File: config.mk
export PLATFORM = sky130hd
export DESIGN_NAME = serial_chain_shifter
export DESIGN_NICKNAME = d
export VERILOG_FILES = /design/src/rtl/serial_display_pkg.sv /design/src/rtl/sclk_phase_gen.sv /design/src/rtl/serial_chain_shifter.sv
export SDC_FILE = /design/constraint.sdc
export NUM_CORES = 1
export LEC_CHECK = 0
export BUFFER_PORTS_ARGS = -buffer_cell sky130_fd_sc_hd__buf_2
export CAP_MARGIN = 20
export CORE_MARGIN = 8
export CORE_UTILIZATION = 40
export CTS_CLUSTER_DIAMETER = 120
export DETAILED_ROUTE_END_ITERATION = 8
export GPL_TIMING_DRIVEN = 0
export MAX_ROUTING_LAYER = met4
export PLACE_DENSITY = 0.63
export SLEW_MARGIN = 20
export SYNTH_ARGS = -nofsm -noshare
export SYNTH_HDL_FRONTEND = slang
export SYNTH_HIERARCHICAL = 1
export SYNTH_SLANG_ARGS = --single-unit
File: constraint.sdc
create_clock -name i_clk -period 2.09 [get_ports i_clk]
set_clock_uncertainty 0.2 [all_clocks]
set_input_delay 0.418 -clock i_clk [delete_from_list [all_inputs] [get_ports i_clk]]
set_output_delay 0.418 -clock i_clk [all_outputs]
set_load 0.005 [all_outputs]
File: src/rtl/serial_display_pkg.sv
// Shared state encoding and default geometry for the serial display-chain shifter.
package serial_display_pkg;

    localparam int DEF_WORD_W   = 16;
    localparam int DEF_N_DEV    = 2;
    localparam int DEF_HALF_DIV = 2;
    localparam int DEF_GAP_CYC  = 4;

    typedef enum logic [1:0] {
        ST_IDLE,
        ST_SHIFT,
        ST_HOLD,
        ST_GAP
    } shift_state_e;

endpackage

File: src/rtl/sclk_phase_gen.sv
// SCK phase timer: while run is high, emits alternating rise/fall strobes every HALF_DIV cycles.
module sclk_phase_gen
    import serial_display_pkg::*;
#(
    parameter int HALF_DIV = DEF_HALF_DIV
) (
    input  logic i_clk,
    input  logic i_reset,
    input  logic run,
    output logic rise,
    output logic fall
);

    localparam int DIV_W = $clog2(HALF_DIV + 1);
    localparam logic [DIV_W-1:0] DIV_LAST = DIV_W'(HALF_DIV - 1);

    logic [DIV_W-1:0] div_cnt_q;
    logic             phase_q;
    logic             tick;

    assign tick = run && (div_cnt_q == DIV_LAST);
    assign rise = tick && !phase_q;
    assign fall = tick && phase_q;

    // Restarting from zero whenever run drops keeps every frame's first low phase full length.
    always_ff @(posedge i_clk) begin
        if (i_reset || !run) begin
            div_cnt_q <= '0;
            phase_q   <= 1'b0;
        end else if (tick) begin
            div_cnt_q <= '0;
            phase_q   <= !phase_q;
        end else begin
            div_cnt_q <= div_cnt_q + 1'b1;
        end
    end

endmodule

File: src/rtl/serial_chain_shifter.sv
// Shifts one frame of WORD_W*N_DEV bits into a chain of display drivers, then pulses LOAD high.
module serial_chain_shifter
    import serial_display_pkg::*;
#(
    parameter int WORD_W   = DEF_WORD_W,
    parameter int N_DEV    = DEF_N_DEV,
    parameter int HALF_DIV = DEF_HALF_DIV,
    parameter int GAP_CYC  = DEF_GAP_CYC
) (
    input  logic                    i_clk,
    input  logic                    i_reset,
    input  logic                    i_en,
    input  logic                    i_lsb_first,
    input  logic                    i_valid,
    output logic                    o_ready,
    input  logic [WORD_W*N_DEV-1:0] i_data,
    output logic                    o_busy,
    output logic                    o_serial_clk,
    output logic                    o_serial_dout,
    output logic                    o_serial_load
);

    localparam int BITS  = WORD_W * N_DEV;
    localparam int BIT_W = $clog2(BITS + 1);
    localparam int GAP_W = $clog2(GAP_CYC + 1);
    localparam logic [BIT_W-1:0] BIT_LAST = BIT_W'(BITS - 1);
    localparam logic [GAP_W-1:0] GAP_LAST = GAP_W'(GAP_CYC - 1);

    shift_state_e     state_q, state_d;
    logic [BITS-1:0]  shreg_q, shreg_d;
    logic [BITS-1:0]  shifted;
    logic             lsb_q, lsb_d;
    logic [BIT_W-1:0] bit_cnt_q, bit_cnt_d;
    logic [GAP_W-1:0] gap_cnt_q, gap_cnt_d;
    logic             ready_d, busy_d, sck_d, dout_d, load_d;
    logic             run, rise, fall;

    assign run = (state_q == ST_SHIFT) || (state_q == ST_HOLD);

    sclk_phase_gen #(
        .HALF_DIV(HALF_DIV)
    ) u_phase (
        .i_clk  (i_clk),
        .i_reset(i_reset),
        .run    (run),
        .rise   (rise),
        .fall   (fall)
    );

    // Outputs are computed for the state being entered and registered with it.
    always_comb begin
        state_d   = state_q;
        shreg_d   = shreg_q;
        lsb_d     = lsb_q;
        bit_cnt_d = bit_cnt_q;
        gap_cnt_d = gap_cnt_q;
        ready_d   = 1'b0;
        busy_d    = 1'b1;
        sck_d     = o_serial_clk;
        dout_d    = o_serial_dout;
        load_d    = 1'b0;
        shifted   = lsb_q ? (shreg_q >> 1) : (shreg_q << 1);

        unique case (state_q)
            ST_IDLE: begin
                busy_d  = 1'b0;
                load_d  = 1'b1;
                sck_d   = 1'b0;
                dout_d  = 1'b0;
                ready_d = i_en;
                if (i_valid && o_ready) begin
                    state_d   = ST_SHIFT;
                    shreg_d   = i_data;
                    lsb_d     = i_lsb_first;
                    bit_cnt_d = '0;
                    ready_d   = 1'b0;
                    busy_d    = 1'b1;
                    load_d    = 1'b0;
                    dout_d    = i_lsb_first ? i_data[0] : i_data[BITS-1];
                end
            end
            ST_SHIFT: begin
                if (rise) begin
                    sck_d = 1'b1;
                end else if (fall) begin
                    sck_d     = 1'b0;
                    bit_cnt_d = bit_cnt_q + 1'b1;
                    if (bit_cnt_q == BIT_LAST) begin
                        state_d = ST_HOLD;
                        dout_d  = 1'b0;
                    end else begin
                        shreg_d = shifted;
                        dout_d  = lsb_q ? shifted[0] : shifted[BITS-1];
                    end
                end
            end
            ST_HOLD: begin
                sck_d = 1'b0;
                if (rise) begin
                    state_d   = ST_GAP;
                    gap_cnt_d = '0;
                    load_d    = 1'b1;
                end
            end
            ST_GAP: begin
                load_d = 1'b1;
                sck_d  = 1'b0;
                dout_d = 1'b0;
                if (gap_cnt_q == GAP_LAST) begin
                    state_d = ST_IDLE;
                    busy_d  = 1'b0;
                    ready_d = i_en;
                end else begin
                    gap_cnt_d = gap_cnt_q + 1'b1;
                end
            end
            default: state_d = ST_IDLE;
        endcase
    end

    always_ff @(posedge i_clk) begin
        if (i_reset) begin
            state_q       <= ST_IDLE;
            shreg_q       <= '0;
            lsb_q         <= 1'b0;
            bit_cnt_q     <= '0;
            gap_cnt_q     <= '0;
            o_ready       <= 1'b0;
            o_busy        <= 1'b0;
            o_serial_clk  <= 1'b0;
            o_serial_dout <= 1'b0;
            o_serial_load <= 1'b1;
        end else begin
            state_q       <= state_d;
            shreg_q       <= shreg_d;
            lsb_q         <= lsb_d;
            bit_cnt_q     <= bit_cnt_d;
            gap_cnt_q     <= gap_cnt_d;
            o_ready       <= ready_d;
            o_busy        <= busy_d;
            o_serial_clk  <= sck_d;
            o_serial_dout <= dout_d;
            o_serial_load <= load_d;
        end
    end

endmodule

# Word-level counts from Yosys, hierarchy flattened

Index checks and enable logic that the tools add are counted.

Bits in registers: 52
Bits of input ports: 37
Output and inout bits: 5

Add/subtract/negate cells: 3
Eq/ne operators: 15
Multiplexer cells: 39
Reduce and logical (&&, ||, !) cells: 20

Operator list:

| cell                | count |
|---|---|
| $mux 32             | 5 |
| $pmux 32 s2         | 1 |
| $mux 6              | 3 |
| $mux 1              | 14 |
| $ne 2x2->1 const B  | 7 |
| $mux 2              | 6 |
| $pmux 6 s2          | 1 |
| $pmux 2 s4          | 1 |
| $add 6x1->6 const B | 1 |
| $eq 6x5->1 const B  | 1 |
| $mux 3              | 2 |
| $pmux 1 s2          | 3 |
| $pmux 1 s3          | 2 |
| $pmux 3 s2          | 1 |
| $reduce_and 3->1    | 2 |
| $reduce_and 6->1    | 1 |
| $reduce_and 5->1    | 1 |
| $eq 2x1->1 const B  | 2 |
| $eq 2x2->1 const B  | 2 |
| $logic_and 1x1->1   | 4 |
| $reduce_and 4->1    | 1 |
| $reduce_bool 2->1   | 2 |
| $add 3x1->3 const B | 1 |
| $eq 3x2->1 const B  | 1 |
| other kinds (10)    | 12 |

# Longest topological paths before layout

Depth after elaboration: 7
Gate-level depth with buffers: 9
Gate-level depth less buffers: 8

# Hierarchy

The synthesis kept the hierarchy.

By module, submodules not included:

| module               | instances | cells each | area an instance (um^2) |
|---|---|---|---|
| serial_chain_shifter | 1         | 324        | 2,975.4 |
| sclk_phase_gen       | 1         | 13         | 120.1 |

# Worst setup path before layout

No wires, ideal clock.

Path kind: reg-to-reg
Start point: register state_q[0]
End point: register bit_cnt_q[4]
Arrival time: 1.859 ns
Required time: 1.769 ns
Path slack: -0.090 ns
Stages on the path, launching flop included: 9
Path buffers: 0
Period minus slack after synthesis: 2.180 ns
Cells stage by stage: dfxtp_1 > inv_1 > ha_1 > nand2_1 > nor2_1 > nand2b_4 > a211oi_4 > nand4_1 > mux2_2

Cells in the longest elaborated chain, start to end: 6

RTL lines:

| element                                  | RTL line                    | source |
|---|---|---|
| start: declaration                       | serial_chain_shifter.sv:29  | `shift_state_e state_q, state_d;` |
| start signal: assignment                 | serial_chain_shifter.sv:134 | `state_q <= state_d;` |
| $eq 2x1->1 or $eq 2x2->1 (tied branches) | serial_chain_shifter.sv:38  | `assign run = (state_q == ST_SHIFT) \|\| (state_q == ST_HOLD);` |
| $logic_or 1x1->1 (*)                     | serial_chain_shifter.sv:38  |  |
| via run                                  | serial_chain_shifter.sv:36  | `logic run, rise, fall;` |
| $logic_and 1x1->1 (*)                    | sclk_phase_gen.sv:21        | `assign tick = run && (div_cnt_q == DIV_LAST);` |
| $logic_and 1x1->1 (*)                    | sclk_phase_gen.sv:22        | `assign rise = tick && !phase_q;` |
| via rise                                 | serial_chain_shifter.sv:36  |  |
| $ne 2x2->1 (no source line) (*)          | -                           |  |
| $reduce_and 4->1 (no source line) (*)    | -                           |  |
| end signal: assignment                   | serial_chain_shifter.sv:137 | `bit_cnt_q <= bit_cnt_d;` |
| end: declaration                         | serial_chain_shifter.sv:33  | `logic [BIT_W-1:0] bit_cnt_q, bit_cnt_d;` |

Mark *: on every way through the listed nets, which the timed path passes. The rest lies on a longest branch.
A chain may end at the register's enable or synchronous reset.

# Final worst setup path

Start point: register state_q[0]
End point: register shreg_q[0]

Cells in the longest elaborated chain, start to end: 6

RTL lines:

| element                                  | RTL line                    | source |
|---|---|---|
| $eq 2x1->1 or $eq 2x2->1 (tied branches) | serial_chain_shifter.sv:38  |  |
| $logic_or 1x1->1 (*)                     | serial_chain_shifter.sv:38  |  |
| via run                                  | serial_chain_shifter.sv:36  |  |
| $logic_and 1x1->1 (*)                    | sclk_phase_gen.sv:21        |  |
| $logic_and 1x1->1 (*)                    | sclk_phase_gen.sv:23        | `assign fall = tick && phase_q;` |
| via fall                                 | serial_chain_shifter.sv:36  |  |
| $ne 2x2->1 (no source line) (*)          | -                           |  |
| $reduce_and 5->1 (no source line) (*)    | -                           |  |
| end signal: assignment                   | serial_chain_shifter.sv:135 | `shreg_q <= shreg_d;` |
| end: declaration                         | serial_chain_shifter.sv:30  | `logic [BITS-1:0] shreg_q, shreg_d;` |

Marks and branches as above.

==> run metrics <==
minimum setup slack after placement=-0.193 ns; max-slew violation count=0; main flop type after synthesis=dfxtp_1; worst hold path type=input pin to flip-flop; post-detailed-placement cell area=3440 µm²; commonest cells in the synthesized netlist=64 x mux2i_1, 52 x dfxtp_1, 45 x nor2_1; area fraction of the dominant cell type after synthesis=0.336; Std-Cell Rows=32; Finished Cell Area=3690 µm²; I/O pin total=42; status=finished, violations left; CTS H-tree depth=2; number of distinct library cells after synthesis=46; mean number of vias per cell=5.24; number of remaining DRC errors=0; leakage component of the power=0.00158 µW; Chip Height=104 µm; number of DRC markers in iteration 0=90; post-layout util=0.485; cell types occupying the most area after synthesis=dfxtp_1 34%, mux2i_1 21%, a211o_1 8.5%, nand2b_1 7.1%, nor2_1 5.5%; post-detailed-route count of antenna-violating nets=0; hold buffer count at cts=0; number of clock sinks=52; netlist area before placement=3100 µm²; achievable clock frequency=467 MHz; clock network latency to the later pin of the worst-skew pair=0.30 ns; routed wire length per instance=14.8 µm; standard cell core area=7610 µm²; type of the setup path with the least slack=flip-flop to flip-flop; chip width=104 µm; diodes inserted=0; Synth Register Bits=52; maximum clock path buffer count=2; total CTS buffers=5; most area-hungry cell type in the Yosys netlist=dfxtp_1; antenna violations before repair=0; Post-Syn Nets=382; crit end category=flip-flop; slack of the critical path=-0.0502 ns; half-perimeter wire length after detailed placement=5240 µm; GR met2 Demand/Resource=0.228; critical path data arrival time=2.13 ns; global routing's busiest layer=met2; vias after detailed routing=2,603; syn avg cell area=9.19 µm²; GP Congestion=0.789; final WL=7350 µm; worst hold slack across all endpoints=0.178 ns; share of the clock period used by the worst path after layout=1.02; first-pass iteration count of the detailed router=5; proportion of layout cells with a drive suffix above 1=0.238; setup repair after global routing missed its margin=true; met3 track demand over resource=0.0217; filler cell count in the final layout=765; clock tree root driver cell=clkbuf_8; minimum clock period after layout=2.14 ns; synthesized netlist cell count=337; Startpoint Class=flip-flop; maximum VDD drop=0.514 mV; cell with the most instances after synthesis=mux2i_1; Required @ worst endpoint=2.08 ns; final number of setup-violating endpoints=28; met1 capacity usage during global routing=0.169; relative max-transition margin=0.664; Reg clk slew, reported paths=0.09 ns; power density over the cells=1100 nW/µm²; vias in the first global route=2,666; area growth from synthesis to layout=19.1%; CP max FO=6; global route overflow=0; Initial Util=0.407; sequential area share after synthesis=0.336; final hold violations=0; number of buffers inserted by port buffering=41; TritonCTS clock tree=yes; Tot GR Track Use=0.139; Worst Tran Pin Value=0.505 ns; violations in the final reports=setup timing; number of nets at the end of the flow=440; wire length of the first global-routing pass=12,500 µm; max cap viols=0; die outline area=10,800 µm²; largest net degree at the start of global routing=15; number of synthesis warnings=6; proportion of synthesized flip-flops having asynchronous set or reset=0; number of flops mapped to enable cells by yosys=0
## critical path, cell delays in order, from the launching register on
cell      delay (ns)
dfxtp_2         0.36
inv_2           0.06
ha_4            0.27
and3_4          0.20
nand2b_4        0.08
a211oi_4        0.30
a21oi_4         0.10
buf_12          0.16
mux2_4          0.29
## worst paths after layout
path / start / depth (start not counted) / endpoint / slack, ns
setup / recovery: state_q[0] / 8 / shreg_q[0] / -0.05
hold / removal: i_en / 2 / o_ready / 0.18
setup reg to reg: state_q[0] / 8 / shreg_q[0] / -0.05
hold reg to reg: u_phase/div_cnt_q[0] / 1 / u_phase/div_cnt_q[0] / 0.24
## layout by cell type, fill, tap and decap left out, types with 2 or more instances in the layout
master,netlist,final
a22oi_1,2,2
inv_2,0,2
nor2_1,45,44
nor3_1,4,4
nor2b_1,5,5
xnor2_1,3,3
nand2b_1,35,35
nand2_1,5,4
dfxtp_2,0,2
buf_4,0,10
nand3_1,4,4
a211o_1,30,30
buf_2,8,49
o21ai_0,5,4
nand4_1,3,3
a21oi_1,10,10
ha_1,8,6
inv_1,7,5
buf_12,0,3
nand3b_1,2,2
clkbuf_1,12,11
mux2i_1,64,64
and2_1,2,2
dfxtp_1,52,50
mux2_2,3,2
clkbuf_8,0,5
## state kept, by name, indices dropped and copies added (netlist names)
register	count
bit_cnt_q	6
gap_cnt_q	3
lsb_q	1
o_busy	1
o_ready	1
o_serial_clk	1
o_serial_dout	1
o_serial_load	1
shreg_q	32
state_q	2
u_phase/div_cnt_q	2
u_phase/phase_q	1
## through the flow
| stage | total power (µW) | std cells | setup TNS [ns] |
|---|---|---|---|
| 2_1_floorplan | 2840 | 337 | 0 |
| 3_3_place_gp | 3210 | 480 | -5.65 |
| 3_5_place_dp | 3250 | 480 | -6.44 |
| 4_1_cts | 3940 | 494 | -0.717 |
| 5_1_grt | 4360 | 497 | -2.99 |
| 6_report | 4070 | 497 | -0.410 |
## logic make-up (layout without fill, tap and decap cells)
kind of cell             count (synthesis)  in the layout  synth area share
multiplexers                            67             67             0.218
flip-flops                              52             52             0.336
adder cells (fa/ha/maj)                  8              8            0.0323
AND/OR/NAND/NOR                        114            114             0.194
buffers and inverters                   32             90            0.0493
AO/OA/AOI/OAI                           61             61             0.162
XOR/XNOR                                 3              3           0.00849
## timing repair
action / CTS / global route
resized for setup: 14 / 7
pin swaps: 4 / 2
cloned: 0 / 1
setup buffers: 9 / 3
endpoints found under the setup margin: 39 / 41
## final cells by class
type	count	area (µm²)	share of cell area
flip-flops and latches	52	1040	0.283
inverters	7	26.3	0.00713
repair buffers	52	318	0.0862
clock buffers	6	72.6	0.0197
multi-input cells	253	1940	0.527
well taps	102	128	0.0346
plain buffers	24	153	0.0414
clock inverters	1	5.00	0.00136
## layer usage
layer,up-vias,wire length (µm)
met3,6,309
met2,60,3550
met4,0,48
li1,1313,-
met5,-,0
met1,1224,3440
## where the power goes
group	internal, µW	switching, µW
registers	1290	228
clock network	229	325
logic	1040	958
Note: power is estimated with default switching activity, not from simulation.
